### src/rtl/score_keeper_if.sv
// Control strobes and scoreboard outputs of the rhythm-game score keeper.
// The game side is the master; the score keeper is the slave.
interface score_keeper_if;
    logic        game_start;
    logic        game_over;
    logic        hit_valid;
    logic [1:0]  grade;
    logic        miss_pulse;
    logic        playing;
    logic [15:0] score_bcd;
    logic [7:0]  combo_bcd;
    logic [7:0]  max_combo_bcd;
    logic [7:0]  perfect_cnt;
    logic [7:0]  good_cnt;
    logic [7:0]  miss_cnt;

    modport master (
        output game_start, game_over, hit_valid, grade, miss_pulse,
        input  playing, score_bcd, combo_bcd, max_combo_bcd,
               perfect_cnt, good_cnt, miss_cnt
    );

    modport slave (
        input  game_start, game_over, hit_valid, grade, miss_pulse,
        output playing, score_bcd, combo_bcd, max_combo_bcd,
               perfect_cnt, good_cnt, miss_cnt
    );
endinterface

### src/rtl/score_keeper.sv
// Rhythm-game scoreboard: BCD score with combo bonus, BCD combo/max combo,
// saturating hit/miss counters, and an IDLE/PLAY/DONE game FSM.
module score_keeper #(
    parameter int PERFECT_PTS = 3,
    parameter int GOOD_PTS    = 1,
    parameter int COMBO_TH    = 10
) (
    input logic          clk,
    input logic          rst_n,
    score_keeper_if.slave bus
);
    typedef enum logic [1:0] {IDLE, PLAY, DONE} state_t;
    state_t state;

    // Decimal add of a small point value; any carry out of the top digit saturates.
    function automatic logic [15:0] bcd_add_sat(input logic [15:0] s, input logic [3:0] pts);
        logic [15:0] r;
        logic [4:0]  d;
        logic [4:0]  carry;
        r     = '0;
        carry = {1'b0, pts};
        for (int i = 0; i < 4; i++) begin
            d = {1'b0, s[i*4 +: 4]} + carry;
            if (d > 5'd9) begin
                r[i*4 +: 4] = 4'(d - 5'd10);
                carry       = 5'd1;
            end else begin
                r[i*4 +: 4] = d[3:0];
                carry       = 5'd0;
            end
        end
        if (carry != 5'd0) r = 16'h9999;
        return r;
    endfunction

    function automatic logic [7:0] bcd_inc_sat(input logic [7:0] c);
        if (c == 8'h99)          return c;
        else if (c[3:0] == 4'd9) return {c[7:4] + 4'd1, 4'd0};
        else                     return {c[7:4], c[3:0] + 4'd1};
    endfunction

    function automatic logic [7:0] sat_add8(input logic [7:0] c, input logic [1:0] n);
        logic [8:0] t;
        t = {1'b0, c} + {7'd0, n};
        return (t > 9'd255) ? 8'hFF : t[7:0];
    endfunction

    logic        perfect_hit;
    logic        good_hit;
    logic        bonus;
    logic [6:0]  combo_bin;
    logic [3:0]  pts;
    logic [1:0]  miss_inc;
    logic [7:0]  combo_nxt;
    logic [7:0]  max_nxt;
    logic [15:0] score_nxt;

    always_comb begin
        perfect_hit = bus.hit_valid && (bus.grade == 2'b11);
        good_hit    = bus.hit_valid && (bus.grade == 2'b10 || bus.grade == 2'b01);
        combo_bin   = 7'(bus.combo_bcd[7:4]) * 7'd10 + 7'(bus.combo_bcd[3:0]);
        bonus       = (combo_bin >= 7'(COMBO_TH));
        pts         = 4'd0;
        if (perfect_hit)   pts = 4'(PERFECT_PTS) + {3'd0, bonus};
        else if (good_hit) pts = 4'(GOOD_PTS);
        // A miss in the same cycle as a hit wins over the combo increment.
        miss_inc  = 2'(bus.hit_valid && (bus.grade == 2'b00)) + 2'(bus.miss_pulse);
        combo_nxt = bus.combo_bcd;
        if (miss_inc != 2'd0)             combo_nxt = 8'h00;
        else if (perfect_hit || good_hit) combo_nxt = bcd_inc_sat(bus.combo_bcd);
        max_nxt   = (combo_nxt > bus.max_combo_bcd) ? combo_nxt : bus.max_combo_bcd;
        score_nxt = bcd_add_sat(bus.score_bcd, pts);
    end

    always_ff @(posedge clk or negedge rst_n) begin
        if (!rst_n) begin
            state             <= IDLE;
            bus.playing       <= 1'b0;
            bus.score_bcd     <= '0;
            bus.combo_bcd     <= '0;
            bus.max_combo_bcd <= '0;
            bus.perfect_cnt   <= '0;
            bus.good_cnt      <= '0;
            bus.miss_cnt      <= '0;
        end else if (bus.game_start) begin
            // Start or restart from any state, overriding a same-cycle game_over.
            state             <= PLAY;
            bus.playing       <= 1'b1;
            bus.score_bcd     <= '0;
            bus.combo_bcd     <= '0;
            bus.max_combo_bcd <= '0;
            bus.perfect_cnt   <= '0;
            bus.good_cnt      <= '0;
            bus.miss_cnt      <= '0;
        end else begin
            case (state)
                PLAY: begin
                    bus.score_bcd     <= score_nxt;
                    bus.combo_bcd     <= combo_nxt;
                    bus.max_combo_bcd <= max_nxt;
                    bus.perfect_cnt   <= sat_add8(bus.perfect_cnt, {1'b0, perfect_hit});
                    bus.good_cnt      <= sat_add8(bus.good_cnt, {1'b0, good_hit});
                    bus.miss_cnt      <= sat_add8(bus.miss_cnt, miss_inc);
                    if (bus.game_over) begin
                        state       <= DONE;
                        bus.playing <= 1'b0;
                    end
                end
                IDLE, DONE: ;
                default: begin
                    state       <= IDLE;
                    bus.playing <= 1'b0;
                end
            endcase
        end
    end
endmodule

### src/flat_wrapper.sv
// flat-port wrapper written by rule: the top's interface ports become plain ports
module score_keeper_flat 
#(
    parameter int PERFECT_PTS = 3,
    parameter int GOOD_PTS    = 1,
    parameter int COMBO_TH    = 10
)
  (clk, rst_n, bus_game_start, bus_game_over, bus_hit_valid, bus_grade, bus_miss_pulse, bus_playing, bus_score_bcd, bus_combo_bcd, bus_max_combo_bcd, bus_perfect_cnt, bus_good_cnt, bus_miss_cnt);
  score_keeper_if bus_i ();
  input logic clk;
  input logic rst_n;
  input wire logic [$bits(bus_i.game_start)-1:0] bus_game_start;
  input wire logic [$bits(bus_i.game_over)-1:0] bus_game_over;
  input wire logic [$bits(bus_i.hit_valid)-1:0] bus_hit_valid;
  input wire logic [$bits(bus_i.grade)-1:0] bus_grade;
  input wire logic [$bits(bus_i.miss_pulse)-1:0] bus_miss_pulse;
  output wire logic [$bits(bus_i.playing)-1:0] bus_playing;
  output wire logic [$bits(bus_i.score_bcd)-1:0] bus_score_bcd;
  output wire logic [$bits(bus_i.combo_bcd)-1:0] bus_combo_bcd;
  output wire logic [$bits(bus_i.max_combo_bcd)-1:0] bus_max_combo_bcd;
  output wire logic [$bits(bus_i.perfect_cnt)-1:0] bus_perfect_cnt;
  output wire logic [$bits(bus_i.good_cnt)-1:0] bus_good_cnt;
  output wire logic [$bits(bus_i.miss_cnt)-1:0] bus_miss_cnt;
  assign bus_i.game_start = bus_game_start;
  assign bus_i.game_over = bus_game_over;
  assign bus_i.hit_valid = bus_hit_valid;
  assign bus_i.grade = bus_grade;
  assign bus_i.miss_pulse = bus_miss_pulse;
  assign bus_playing = bus_i.playing;
  assign bus_score_bcd = bus_i.score_bcd;
  assign bus_combo_bcd = bus_i.combo_bcd;
  assign bus_max_combo_bcd = bus_i.max_combo_bcd;
  assign bus_perfect_cnt = bus_i.perfect_cnt;
  assign bus_good_cnt = bus_i.good_cnt;
  assign bus_miss_cnt = bus_i.miss_cnt;
  score_keeper #(.PERFECT_PTS(PERFECT_PTS), .GOOD_PTS(GOOD_PTS), .COMBO_TH(COMBO_TH)) u_core (.clk(clk), .rst_n(rst_n), .bus(bus_i));
endmodule
### config.mk
export PLATFORM = sky130hd
export DESIGN_NAME = score_keeper_flat
export DESIGN_NICKNAME = d
export VERILOG_FILES = /design/src/rtl/score_keeper_if.sv /design/src/rtl/score_keeper.sv /design/src/flat_wrapper.sv
export SDC_FILE = /design/constraint.sdc
export NUM_CORES = 1
export LEC_CHECK = 0
export ABC_CLOCK_PERIOD_IN_PS = 8300
export CAP_MARGIN = 20
export CORE_MARGIN = 4
export CORE_UTILIZATION = 55
export CTS_CLUSTER_DIAMETER = 100
export DETAILED_ROUTE_END_ITERATION = 12
export PLACE_DENSITY = 0.85
export SETUP_SLACK_MARGIN = 0.15
export SYNTH_ARGS = -nofsm -noshare
export SYNTH_HDL_FRONTEND = slang
export SYNTH_SLANG_ARGS = --single-unit
### constraint.sdc
create_clock -name clk -period 8.3 [get_ports clk]
set_input_delay 1.245 -clock clk [delete_from_list [all_inputs] [get_ports clk]]
set_output_delay 1.245 -clock clk [all_outputs]
set_load 0.02 [all_outputs]
==> results.txt <==
During I/O placement, the number of pins put on the boundary was 65. The chip width is approximately 95 um. The number of antenna violations at the first check in global routing is 0. For this design, the slowest cell found on the critical path is fa_1. The maximum single-stage delay on the critical path is 0.61 ns. The TritonCTS clock tree is done. In this run the power density over the cells is 128 nW/um^2. Along the worst hold path, the cell count comes to 1. The required time of the worst setup path came out at roughly 8.6 ns. Yosys mapped the design onto 65 distinct sky130hd cell types. The depth of the CTS H-tree is 3. The final total negative setup slack came out at 0 ns. Across the run, the number of max-cap violations was 0. In the final layout, the share of cells above drive strength 1 is under 10%.

The endpoint identified for the worst register-to-register timing path is u_core.bus.score_bcd[6]. The count of state elements after synthesis came out at 58. The gate count after technology mapping came out at approximately 480.

The clock-pin slew on the worst setup and hold paths is around 0.07 ns. The data arrival time of the critical path came out at between 8 and 9 ns. The layout-stage area growth over the synthesis result is 22.1%. The run finished with clean final reports. For this run the aggregate overflow at the end of global routing stands at 0.

The total die area came out at 9010 sq um. The net count of the mapped netlist came out at around 530. For this run, the detailed router's first-pass iteration total came to 5. The via total after detailed routing is ~3.8k. The most used flip-flop cell after synthesis is dfrtp_1. Setup repair after global routing left no endpoint under its margin. The pin count of the biggest net entering global routing came out at slightly below 60.

Hold is met by around 0.52 ns. The placeable core area is 7290 sq um. The maximum vdd ir drop is approximately 0.081 mV. Once detailed placement completed, the half-perimeter wirelength came to approximately 7500 um.

The most prevalent standard cell on the critical path is ha_1. The net count reported at finish is around 590. The post-detailed-route via-to-cell ratio is between 5 and 6. The floorplan row count came out at 31. The number of buffers added on ports came out at between 60 and 70. The reg-to-reg setup timing slack came out at 0.50 ns. After the flow finishes, the layout carries non-filler instances totaling between 600 and 700.

The critical register-to-register path startpoint is u_core.bus.combo_bcd[5]. For this configuration, the core starts out at a cell density of a little under three fifths. Global routing used 24.4% of the available tracks across all layers.

After detailed routing, the number of remaining DRC violations is 0. The number of DRC violations after detailed-routing iteration 0 came out at 275. The critical path in this run is classified as flop to flop. The number of endpoints failing setup at the final stage came out at 0.

The minimum clock period is about 8 ns. The path with the worst hold slack has its endpoint at u_core.bus.good_cnt[4]. The number of placed instances with taps included is approximately 630. The synthesized area divided by synthesized cell count came out at a little under 9 sq um. The tightest min-delay check is of the flop to flop type. In the layout the commonest cells are 62 x clkdlybuf4s50_1, 57 x dfrtp_1, 50 x nand2_1, 42 x nor2_1, 40 x a21oi_1. The clock passes through at most 2 buffers. The sequential-to-total area share from yosys stat came out at 34.9%. The number of clock buffers inserted by TritonCTS came out at 9. The leakage power came out at approximately 2.1 nW. After detailed routing, the total wire length is just over 10,000 um.

The congestion estimate from routability-driven global placement came to between 0.9 and 1. For the pin with the worst max-slew slack, the measured transition is about 1 ns. Yosys printed 0 warnings. The final count of hold timing violations came out at 0. The number of pins exceeding their max-slew limit in the final report came out at 0.

The worst-case reg-to-reg path depth is 31. Clock latency on the worst-skew pair, taken at its later pin, is 0.34 ns. For this run, asynchronously set or reset flops after synthesis account for 100%. The average detailed-routed wire length per instance came out at around 16 um. Counting every sink on the clock net gives 58.

The die boundary height came out at between 90 and 100 um. STA classifies the critical path endpoint as a flop. The via count of the first global-routing pass is 3,712. The top fanout value on the critical path is 11. The count of flip-flops with a built-in enable after synthesis came out at 0. The highest attainable clock frequency came out at roughly 130 MHz. The number of antenna diodes in the final layout is 0.

Clock tree synthesis selected as its root buffer the cell clkbuf_8. In this run the tightest slew margin relative to its limit is roughly a third. STA classifies the critical path startpoint as a flop.

The mapped netlist covers 4160 sq um. The post-route antenna net violation count came out at 0. The library cell used most frequently in the layout, excluding fill and tap cells, is clkdlybuf4s50_1. The final worst clock skew is roughly 0.0087 ns. The final critical-path share of the clock period is a little over nine tenths. The global-route wire length before repair is around 17,000 um. The startpoint identified for the worst hold timing path is u_core.bus.good_cnt[4].
[where the power goes]
part	leakage (nW)	internal [mW]	switching, mW
clock network	0.0920	0.121	0.110
logic	1.23	0.0439	0.0693
registers	0.794	0.292	0.0126
total	2.12	0.457	0.192
[cell families (layout without fill, tap and decap cells)]
group | count (synthesis) | count (layout) | synth area share [%]
XOR/XNOR | 9 | 9 | 1.90
AND/OR/NAND/NOR | 200 | 200 | 24.2
adder cells (fa/ha/maj) | 44 | 44 | 14.0
AO/OA/AOI/OAI | 115 | 115 | 18.7
buffers and inverters | 42 | 108 | 4.03
flip-flops | 58 | 58 | 34.9
multiplexers | 9 | 9 | 2.29
[per-layer routing]
layer / vias up / share of wire, % / track usage, %
met5: - / 0 / 0
met4: 0 / 2.2 / 11.2
met3: 23 / 5.6 / 3.11
met2: 144 / 48 / 38.8
met1: 1832 / 44 / 33.1
li1: 1844 / - / -
[critical path, delay by kind of cell, from the launching register on]
kind	cells	cell delay [ns]
buf+inv	3	0.23
flops	1	0.47
fa+ha+maj	11	3.19
compound gates	10	1.71
xor+xnor	1	0.23
simple gates	6	1.89
[registers in the layout, indices dropped and copies added, names as in the netlist]
register,count
u_core.bus.combo_bcd,8
u_core.bus.max_combo_bcd,8
u_core.state,2
u_core.bus.good_cnt,8
u_core.bus.miss_cnt,8
u_core.bus.score_bcd,16
u_core.bus.perfect_cnt,8
[synthesized netlist by cell type, drive strengths merged, types with 3 or more instances]
cell     number  area [sq um]
dfrtp        58          1450
nand2        50           188
a21oi        43           234
nor2         43           169
ha           40           500
nor3         36           190
o21ai        26           138
inv          25          93.8
nand3        17          85.1
clkbuf       10          37.5
nand2b        9          56.3
nor4          8          50.1
xnor2         8          70.1
a211oi        7          52.6
buf           7          36.3
a31oi         6          52.6
nand4         6          37.5
and3          5          31.3
mux2i         5          50.1
or2           5          31.3
fa            4          80.1
mux2          4          45.0
nor2b         4          25.0
o21bai        4          30.0
a21o          3          22.5
a22o          3          26.3
a2bb2oi       3          32.5
a31o          3          26.3
and2          3          18.8
nor3b         3          22.5
o211ai        3          27.5
o21a          3          22.5
or4b          3          33.8
[area by class of cell]
cell class | instances | area, sq um
Clock buffer | 12 | 155
Clock inverter | 3 | 15.0
Fill cell | 604 | 2220
Inverter | 25 | 93.8
Multi-Input combinational cell | 377 | 2570
Sequential cell | 58 | 1450
Tap cell | 99 | 124
Timing Repair Buffer | 68 | 661
[worst max-delay path by stage]
stage / startpoint / to / slack (ns) / cells after the start
finish: u_core.bus.combo_bcd[5] / u_core.bus.score_bcd[6] / 0.50 / 31
global route: u_core.bus.combo_bcd[5] / u_core.bus.score_bcd[6] / 0.15 / 31
CTS: u_core.bus.combo_bcd[5] / u_core.bus.score_bcd[6] / 0.28 / 31
detailed placement: u_core.bus.combo_bcd[5] / u_core.bus.score_bcd[6] / 0.32 / 31
global placement: bus_grade[0] / u_core.bus.score_bcd[6] / 0.64 / 29
floorplan: u_core.bus.combo_bcd[5] / u_core.bus.score_bcd[10] / 0.87 / 32
[per-stage QoR]
step / setup WS [ns] / power (mW) / instance area, sq um / utilization, %
finish: 0.504 / 0.649 / 5070 / 69.6
CTS: 0.276 / 0.652 / 5030 / 69.0
detailed placement: 0.321 / 0.421 / 4860 / 66.7
floorplan: 0.871 / 0.376 / 4160 / -
global route: 0.148 / 0.681 / 5070 / 69.6
global placement: 0.640 / 0.417 / 4860 / 66.7
[what timing repair did]
item | 4_1_cts | 5_1_grt
hold buffers | 0 | 0
setup endpoints to repair | 0 | 14
gates resized for setup | 0 | 6
buffers inserted | 0 | 1
Power figures use the tool's default switching activity.
